--- src/rtl/schnorr_core_if.sv ---
// schnorr_core_if: bundle of the control, operand, challenge and result
// signals of schnorr_core.
//   master : drives start/mode/operands and answers the challenge request
//   slave  : the Schnorr engine itself
// Ports (all LEN wide unless noted):
//   start, mode[1:0], x_in, k_in, s_in, P_in, R_in  -> operation request
//   chal_req (1) / chal_ack (1), chal_in             -> hash handshake
//   P_out, R_out, s_out, busy, done, ok, err        -> results / status
interface schnorr_core_if #(
  parameter int LEN = 16
);
  logic           start;
  logic [1:0]     mode;
  logic [LEN-1:0] x_in;
  logic [LEN-1:0] k_in;
  logic [LEN-1:0] s_in;
  logic [LEN-1:0] P_in;
  logic [LEN-1:0] R_in;
  logic           chal_req;
  logic           chal_ack;
  logic [LEN-1:0] chal_in;
  logic [LEN-1:0] P_out;
  logic [LEN-1:0] R_out;
  logic [LEN-1:0] s_out;
  logic           busy;
  logic           done;
  logic           ok;
  logic           err;

  modport master (
    output start, mode, x_in, k_in, s_in, P_in, R_in, chal_ack, chal_in,
    input  chal_req, P_out, R_out, s_out, busy, done, ok, err
  );

  modport slave (
    input  start, mode, x_in, k_in, s_in, P_in, R_in, chal_ack, chal_in,
    output chal_req, P_out, R_out, s_out, busy, done, ok, err
  );
endinterface

--- src/rtl/schnorr_core.sv ---
// schnorr_core: Schnorr key generation, signing and verification over the
// order-Q subgroup of Z_P* generated by G. Modular exponentiation is an
// iterative right-to-left square-and-multiply, one exponent bit per cycle.
// The challenge e = H(R||M) mod Q comes from an external hash unit over
// chal_req/chal_ack.
// Ports:
//   clk, rst : clock, synchronous active-high reset
//   bus      : schnorr_core_if.slave (operation request, hash handshake,
//              results and status)
// Build option: define CONST_TIME_EN to run every exponentiation for exactly
// LEN bit-cycles; otherwise it stops once the remaining exponent bits are 0.
//
// state  | meaning
// IDLE   | waiting for start
// EXP    | exponentiation (first cycle loads base/exponent, then one bit/cycle)
// CHAL   | chal_req high, waiting for chal_ack
// SCALAR | sign: s = (k + e*x) mod Q
// MULCMP | verify: ok = (g^s == R*P^e mod P)
// FIN    | pulse done, drop busy
module schnorr_core #(
  parameter int LEN = 16,
  parameter int P   = 23,
  parameter int Q   = 11,
  parameter int G   = 2
) (
  input logic clk,
  input logic rst,
  schnorr_core_if.slave bus
);
  localparam logic [2*LEN-1:0] P_W = (2*LEN)'(P);
  localparam logic [2*LEN-1:0] Q_W = (2*LEN)'(Q);
  localparam logic [LEN-1:0]   Q_L = LEN'(Q);
  localparam logic [LEN-1:0]   G_L = LEN'(G);
  localparam logic [LEN-1:0]   ONE = {{(LEN-1){1'b0}}, 1'b1};

  localparam logic [1:0] MODE_KEYGEN = 2'd0;
  localparam logic [1:0] MODE_SIGN   = 2'd1;
  localparam logic [1:0] MODE_ILL    = 2'd3;

  typedef enum logic [2:0] {S_IDLE, S_EXP, S_CHAL, S_SCALAR, S_MULCMP, S_FIN} state_t;

  function automatic logic [LEN-1:0] mulmod(input logic [LEN-1:0] a, input logic [LEN-1:0] b);
    logic [2*LEN-1:0] w;
    w = ({{LEN{1'b0}}, a} * {{LEN{1'b0}}, b}) % P_W;
    return w[LEN-1:0];
  endfunction

  // Operands are pre-reduced mod Q, so the 2*LEN-wide sum cannot overflow.
  function automatic logic [LEN-1:0] scalar_mod(input logic [LEN-1:0] k, input logic [LEN-1:0] e,
                                                input logic [LEN-1:0] x);
    logic [2*LEN-1:0] w;
    w = ({{LEN{1'b0}}, k} + {{LEN{1'b0}}, e} * {{LEN{1'b0}}, x}) % Q_W;
    return w[LEN-1:0];
  endfunction

  state_t         state_q;
  logic [1:0]     mode_q;
  logic [LEN-1:0] x_q, k_q, s_q, pk_q, rc_q, e_q;
  logic [LEN-1:0] base_q, acc_q, exp_q, left_q;
  logic           ld_q;     // next EXP cycle loads base/exponent
  logic           phase_q;  // verify: second exponentiation (P_in^e)
  logic [LEN-1:0] p_out_q, r_out_q, s_out_q;
  logic           chal_req_q, busy_q, done_q, ok_q, err_q;
`ifdef CONST_TIME_EN
  localparam int CW = (LEN > 1) ? $clog2(LEN) : 1;
  logic [CW-1:0]  cnt_q;
`endif

  logic [LEN-1:0] acc_mul_d, base_sq_d, acc_d, rt_d, s_calc_d;
  logic [LEN-1:0] base_ld_d, exp_ld_d;
  logic           exp_last_d;

  // Multiply is always evaluated and then selected by the exponent bit.
  assign acc_mul_d = mulmod(acc_q, base_q);
  assign base_sq_d = mulmod(base_q, base_q);
  assign acc_d     = exp_q[0] ? acc_mul_d : acc_q;
  assign rt_d      = mulmod(rc_q, acc_q);
  assign s_calc_d  = scalar_mod(k_q % Q_L, e_q, x_q % Q_L);

`ifdef CONST_TIME_EN
  assign exp_last_d = (cnt_q == '0);
`else
  assign exp_last_d = ((exp_q >> 1) == '0);
`endif

  always_comb begin
    base_ld_d = G_L;
    exp_ld_d  = '0;
    case (mode_q)
      MODE_KEYGEN: exp_ld_d = x_q % Q_L;
      MODE_SIGN:   exp_ld_d = k_q % Q_L;
      default: begin
        if (phase_q) begin
          base_ld_d = pk_q;
          exp_ld_d  = e_q;
        end else begin
          exp_ld_d  = s_q % Q_L;
        end
      end
    endcase
  end

  always_ff @(posedge clk) begin
    if (rst) begin
      state_q    <= S_IDLE;
      mode_q     <= '0;
      x_q        <= '0;
      k_q        <= '0;
      s_q        <= '0;
      pk_q       <= '0;
      rc_q       <= '0;
      e_q        <= '0;
      base_q     <= '0;
      acc_q      <= '0;
      exp_q      <= '0;
      left_q     <= '0;
      ld_q       <= 1'b0;
      phase_q    <= 1'b0;
      p_out_q    <= '0;
      r_out_q    <= '0;
      s_out_q    <= '0;
      chal_req_q <= 1'b0;
      busy_q     <= 1'b0;
      done_q     <= 1'b0;
      ok_q       <= 1'b0;
      err_q      <= 1'b0;
`ifdef CONST_TIME_EN
      cnt_q      <= '0;
`endif
    end else begin
      done_q <= 1'b0;
      err_q  <= 1'b0;
      case (state_q)
        S_IDLE: begin
          if (bus.start) begin
            if (bus.mode == MODE_ILL) begin
              // Reject without touching any result register.
              done_q <= 1'b1;
              err_q  <= 1'b1;
            end else begin
              mode_q  <= bus.mode;
              x_q     <= bus.x_in;
              k_q     <= bus.k_in;
              s_q     <= bus.s_in;
              pk_q    <= bus.P_in;
              rc_q    <= bus.R_in;
              ok_q    <= 1'b0;
              busy_q  <= 1'b1;
              ld_q    <= 1'b1;
              phase_q <= 1'b0;
              state_q <= S_EXP;
            end
          end
        end
        S_EXP: begin
          if (ld_q) begin
            base_q <= base_ld_d;
            exp_q  <= exp_ld_d;
            acc_q  <= ONE;
            ld_q   <= 1'b0;
`ifdef CONST_TIME_EN
            cnt_q  <= CW'(LEN-1);
`endif
          end else begin
            acc_q  <= acc_d;
            base_q <= base_sq_d;
            exp_q  <= exp_q >> 1;
`ifdef CONST_TIME_EN
            cnt_q  <= cnt_q - 1'b1;
`endif
            if (exp_last_d) begin
              case (mode_q)
                MODE_KEYGEN: begin
                  p_out_q <= acc_d;
                  state_q <= S_FIN;
                end
                MODE_SIGN: begin
                  r_out_q    <= acc_d;
                  chal_req_q <= 1'b1;
                  state_q    <= S_CHAL;
                end
                default: begin
                  if (phase_q) begin
                    state_q <= S_MULCMP;  // acc_q now holds P_in^e
                  end else begin
                    left_q     <= acc_d;
                    chal_req_q <= 1'b1;
                    state_q    <= S_CHAL;
                  end
                end
              endcase
            end
          end
        end
        S_CHAL: begin
          if (chal_req_q && bus.chal_ack) begin
            e_q        <= bus.chal_in % Q_L;
            chal_req_q <= 1'b0;
            if (mode_q == MODE_SIGN) begin
              state_q <= S_SCALAR;
            end else begin
              phase_q <= 1'b1;
              ld_q    <= 1'b1;
              state_q <= S_EXP;
            end
          end
        end
        S_SCALAR: begin
          s_out_q <= s_calc_d;
          state_q <= S_FIN;
        end
        S_MULCMP: begin
          ok_q    <= (left_q == rt_d);
          state_q <= S_FIN;
        end
        S_FIN: begin
          done_q  <= 1'b1;
          busy_q  <= 1'b0;
          state_q <= S_IDLE;
        end
        default: state_q <= S_IDLE;
      endcase
    end
  end

  assign bus.chal_req = chal_req_q;
  assign bus.P_out    = p_out_q;
  assign bus.R_out    = r_out_q;
  assign bus.s_out    = s_out_q;
  assign bus.busy     = busy_q;
  assign bus.done     = done_q;
  assign bus.ok       = ok_q;
  assign bus.err      = err_q;
endmodule

--- src/flat_wrapper.sv ---
// flat-port wrapper written by rule: the top's interface ports become plain ports
module schnorr_core_flat 
#(
  parameter int LEN = 16,
  parameter int P   = 23,
  parameter int Q   = 11,
  parameter int G   = 2
)
  (clk, rst, bus_start, bus_mode, bus_x_in, bus_k_in, bus_s_in, bus_P_in, bus_R_in, bus_chal_ack, bus_chal_in, bus_chal_req, bus_P_out, bus_R_out, bus_s_out, bus_busy, bus_done, bus_ok, bus_err);
  schnorr_core_if #(.LEN(LEN)) bus_i ();
  input logic clk;
  input logic rst;
  input wire logic [$bits(bus_i.start)-1:0] bus_start;
  input wire logic [$bits(bus_i.mode)-1:0] bus_mode;
  input wire logic [$bits(bus_i.x_in)-1:0] bus_x_in;
  input wire logic [$bits(bus_i.k_in)-1:0] bus_k_in;
  input wire logic [$bits(bus_i.s_in)-1:0] bus_s_in;
  input wire logic [$bits(bus_i.P_in)-1:0] bus_P_in;
  input wire logic [$bits(bus_i.R_in)-1:0] bus_R_in;
  input wire logic [$bits(bus_i.chal_ack)-1:0] bus_chal_ack;
  input wire logic [$bits(bus_i.chal_in)-1:0] bus_chal_in;
  output wire logic [$bits(bus_i.chal_req)-1:0] bus_chal_req;
  output wire logic [$bits(bus_i.P_out)-1:0] bus_P_out;
  output wire logic [$bits(bus_i.R_out)-1:0] bus_R_out;
  output wire logic [$bits(bus_i.s_out)-1:0] bus_s_out;
  output wire logic [$bits(bus_i.busy)-1:0] bus_busy;
  output wire logic [$bits(bus_i.done)-1:0] bus_done;
  output wire logic [$bits(bus_i.ok)-1:0] bus_ok;
  output wire logic [$bits(bus_i.err)-1:0] bus_err;
  assign bus_i.start = bus_start;
  assign bus_i.mode = bus_mode;
  assign bus_i.x_in = bus_x_in;
  assign bus_i.k_in = bus_k_in;
  assign bus_i.s_in = bus_s_in;
  assign bus_i.P_in = bus_P_in;
  assign bus_i.R_in = bus_R_in;
  assign bus_i.chal_ack = bus_chal_ack;
  assign bus_i.chal_in = bus_chal_in;
  assign bus_chal_req = bus_i.chal_req;
  assign bus_P_out = bus_i.P_out;
  assign bus_R_out = bus_i.R_out;
  assign bus_s_out = bus_i.s_out;
  assign bus_busy = bus_i.busy;
  assign bus_done = bus_i.done;
  assign bus_ok = bus_i.ok;
  assign bus_err = bus_i.err;
  schnorr_core #(.LEN(LEN), .P(P), .Q(Q), .G(G)) u_core (.clk(clk), .rst(rst), .bus(bus_i));
endmodule
--- config.mk ---
export PLATFORM = sky130hd
export DESIGN_NAME = schnorr_core_flat
export DESIGN_NICKNAME = d
export VERILOG_FILES = /design/src/rtl/schnorr_core_if.sv /design/src/rtl/schnorr_core.sv /design/src/flat_wrapper.sv
export SDC_FILE = /design/constraint.sdc
export NUM_CORES = 2
export LEC_CHECK = 0
export ABC_CLOCK_PERIOD_IN_PS = 55300
export CORE_UTILIZATION = 45
export DETAILED_ROUTE_END_ITERATION = 8
export DONT_BUFFER_PORTS = 1
export HOLD_SLACK_MARGIN = 0.12
export PLACE_DENSITY = 0.7
export SLEW_MARGIN = 20
export SYNTH_ARGS = -nofsm -noshare
export SYNTH_HDL_FRONTEND = slang
export SYNTH_SLANG_ARGS = --single-unit
--- constraint.sdc ---
create_clock -name clk -period 55.3 [get_ports clk]
set_input_delay 11.06 -clock clk [delete_from_list [all_inputs] [get_ports clk]]
set_output_delay 11.06 -clock clk [all_outputs]
set_load 0.1 [all_outputs]
==> impl_metrics.yaml <==
sta:
  finalSetupViolations: 0
  finalHoldViolations: 0
  fin_crit_sh_pct: 64.9
  finClkSkew_ns: 0.0175
  relSlewSlack_pct: 19.0
  timing.hold.ws_ns: 0.475
  fmax_ghz: 0.0278
  worst_pin_slew_ns: 1.20
  setup-tns-final_ns: 0
  rsz0062_at_grt: "no"
  drv_slew: 0
  min_period_ns: 35.91
synth:
  syn_area_um2: 73300
  synthAdderAreaFrac_pct: 28.6
  synth-edff-count: 0
  syn_inst: 9815
  synthesis.nets: 11100
  synthMuxAreaShare_pct: 2.72
  avgSynthCellArea_um2: 7.46
  ys.flop_type: "dfxtp_1"
  synth-xor-area-share_pct: 4.83
  synth_cell_types: 164
  synth_seq_area_share_pct: 6.01
  synth_top_family_by_area: "adder cells"
  yosys.area_share.simple_pct: 23.1
  synth_warnings: 0
  async_flop_share_pct: 0
  synth_compound_area_share_pct: 26.3
  ys_ff_latch: 220
placement:
  gp_congestion: 0.946
  portBuffers: 0
  hpwlAfterDp_mm: 162
layout:
  nets: 10700
  layout_common_cells: "nand2_1, inv_1, fa_1"
  drive_above_1_share_pct: 5.27
  fin_util_pct: 46.8
  num-fill-cells: 16000
  syn_to_final_growth_pct: 2.94
  final_common_cell: "nand2_1"
run_status:
  status: "finished clean"
run:
  cap_violations: 0
floorplan:
  initial_core_util_pct: 45.5
  row_count: 147
  num_io_pins: 155
  fp.dieH_um: 405
  die_area_um2: 164000
  die_x_um: 405
  core-area_um2: 161000
hold_path:
  hold_path_end: "u_core.left_q[9]"
  hold_path.startpoint: "u_core.left_q[9]"
  hold_depth: 2
  min_path_type: "register to register"
setup_path:
  crit_buf_inv: 11
  arrival_ns: 36.40
  path_max_fanout: 25
  path_delay_family: "compound AO/OA/AOI/OAI gates"
  end_kind: "register"
  crit_required_ns: 55.79
  reg2regPathDepth: 131
  slowest_stage: "dfxtp_1"
  slowest_delay_ns: 0.84
  crit_top_cell: "a21oi_1"
  path_class: "register to register"
  r2r_setup_slack_ns: 19.39
  worstReg2RegEnd: "u_core.bus.s_out[1]"
  reg2reg_from: "u_core.k_q[13]"
  worst_setup_path_start_kind: "register"
drt:
  drt_iter0_drc: 6129
  firstDrtPassIters: 7
  vias: 70700
  totalWireLength_mm: 206
  routedWlPerCell_um: 17.7
  postRouteAntennaNets: 0
  route.detailed.drc: 0
  vias_per_cell: 6.10
clocking:
  htree_levels: 1
  insertion_delay_ns: 0.61
  postCtsSetupBuffers: 0
  root_buffer: "clkbuf_16"
  cts_buffer_depth: 3
  cts_made_buffers: 27
  holdBufCountCts: 0
  clk_pin_slew_ns: 0.06
  cts-resized-gates: 0
  clock-sinks: 220
  tritoncts: "done"
grt:
  grt_overflow: 0
  grt_pass1_wl_mm: 341
  grt_max_degree: 185
  grtUsageTotal_pct: 24.4
  grt_pass1_vias: 67300
  antenna_found_initial: 4
cell usage after synthesis, drive strengths merged, types with 77 or more instances:
master | instances | area share [%]
nand2 | 1342 | 6.9
or3 | 77 | 0.67
xnor2 | 263 | 3.3
clkbuf | 379 | 2.0
nand2b | 97 | 0.84
o31ai | 84 | 0.93
xor2 | 123 | 1.5
a31oi | 106 | 0.98
dfxtp | 220 | 6.0
buf | 131 | 1.1
nand3 | 240 | 1.7
fa | 762 | 21
a211oi | 130 | 1.5
o21a | 95 | 0.98
inv | 1046 | 5.4
a21o | 126 | 1.3
ha | 426 | 7.3
nor3 | 252 | 1.8
nor2 | 668 | 3.4
mux2i | 132 | 1.8
and2 | 400 | 3.4
o211ai | 137 | 1.4
a21oi | 669 | 4.7
o21ai | 449 | 3.1
o22ai | 79 | 0.67
nor4 | 79 | 0.74
per-stage QoR:
stage | setup slack [ns] | cell area, µm² | std cells
final | 19.39 | 75400 | 11600
after detailed placement | 19.96 | 74400 | 11500
after global routing | 15.98 | 75400 | 11600
after global placement | 20.56 | 74400 | 11500
after floorplan | 25.61 | 73300 | 9815
after CTS | 19.77 | 75400 | 11600
worst max path at each step:
stage                   start                  end  slack [ns]  cells past startpoint
2_1_floorplan  u_core.x_q[10]  u_core.bus.s_out[1]       25.61                    139
3_3_place_gp   u_core.x_q[13]  u_core.bus.s_out[0]       20.56                    125
3_5_place_dp   u_core.k_q[13]  u_core.bus.s_out[0]       19.96                    131
4_1_cts        u_core.k_q[13]  u_core.bus.s_out[1]       19.77                    130
5_1_grt        u_core.k_q[13]  u_core.bus.s_out[0]       15.98                    132
6_report       u_core.k_q[13]  u_core.bus.s_out[1]       19.39                    131
logic make-up after synthesis:
kind of cell,after synthesis
buf+inv,1565
fa+ha+maj,1224
compound gates,2699
xor+xnor,387
flops,220
mux,189
simple gates,3531
worst reg2reg max path, delay by kind of cell (launching register included):
kind            cells  cell delay, ns
compound gates     68           21.65
simple gates       29            6.20
flops               1            0.84
fa+ha+maj          11            3.29
mux                 5            0.97
buf+inv            11            1.11
xor+xnor            7            1.77
layer usage:
layer	wire length (µm)	vias to the layer above	track usage [%]	share of wire, %
met5	9	-	0	0.0044
met4	4520	2	5.28	2.2
met3	14500	336	3.43	7.1
met2	97400	2442	41.4	47
met1	89200	34200	32.6	43
li1	-	33700	-	-
cell type report:
type,instances,area [µm²],area share [%]
Multi-Input combinational cell,8030,62700,83.2
Sequential cell,220,4400,5.84
Inverter,1054,3960,5.25
Tap cell,2160,2700,3.58
Clock buffer,39,791,1.05
Timing Repair Buffer,87,673,0.893
Clock inverter,11,164,0.217
Antenna cell,1,2.50,0.00332
Power is left out: the tool's default activity adds up to more than one toggle a clock period on the data nets, which glitch-free logic cannot reach.
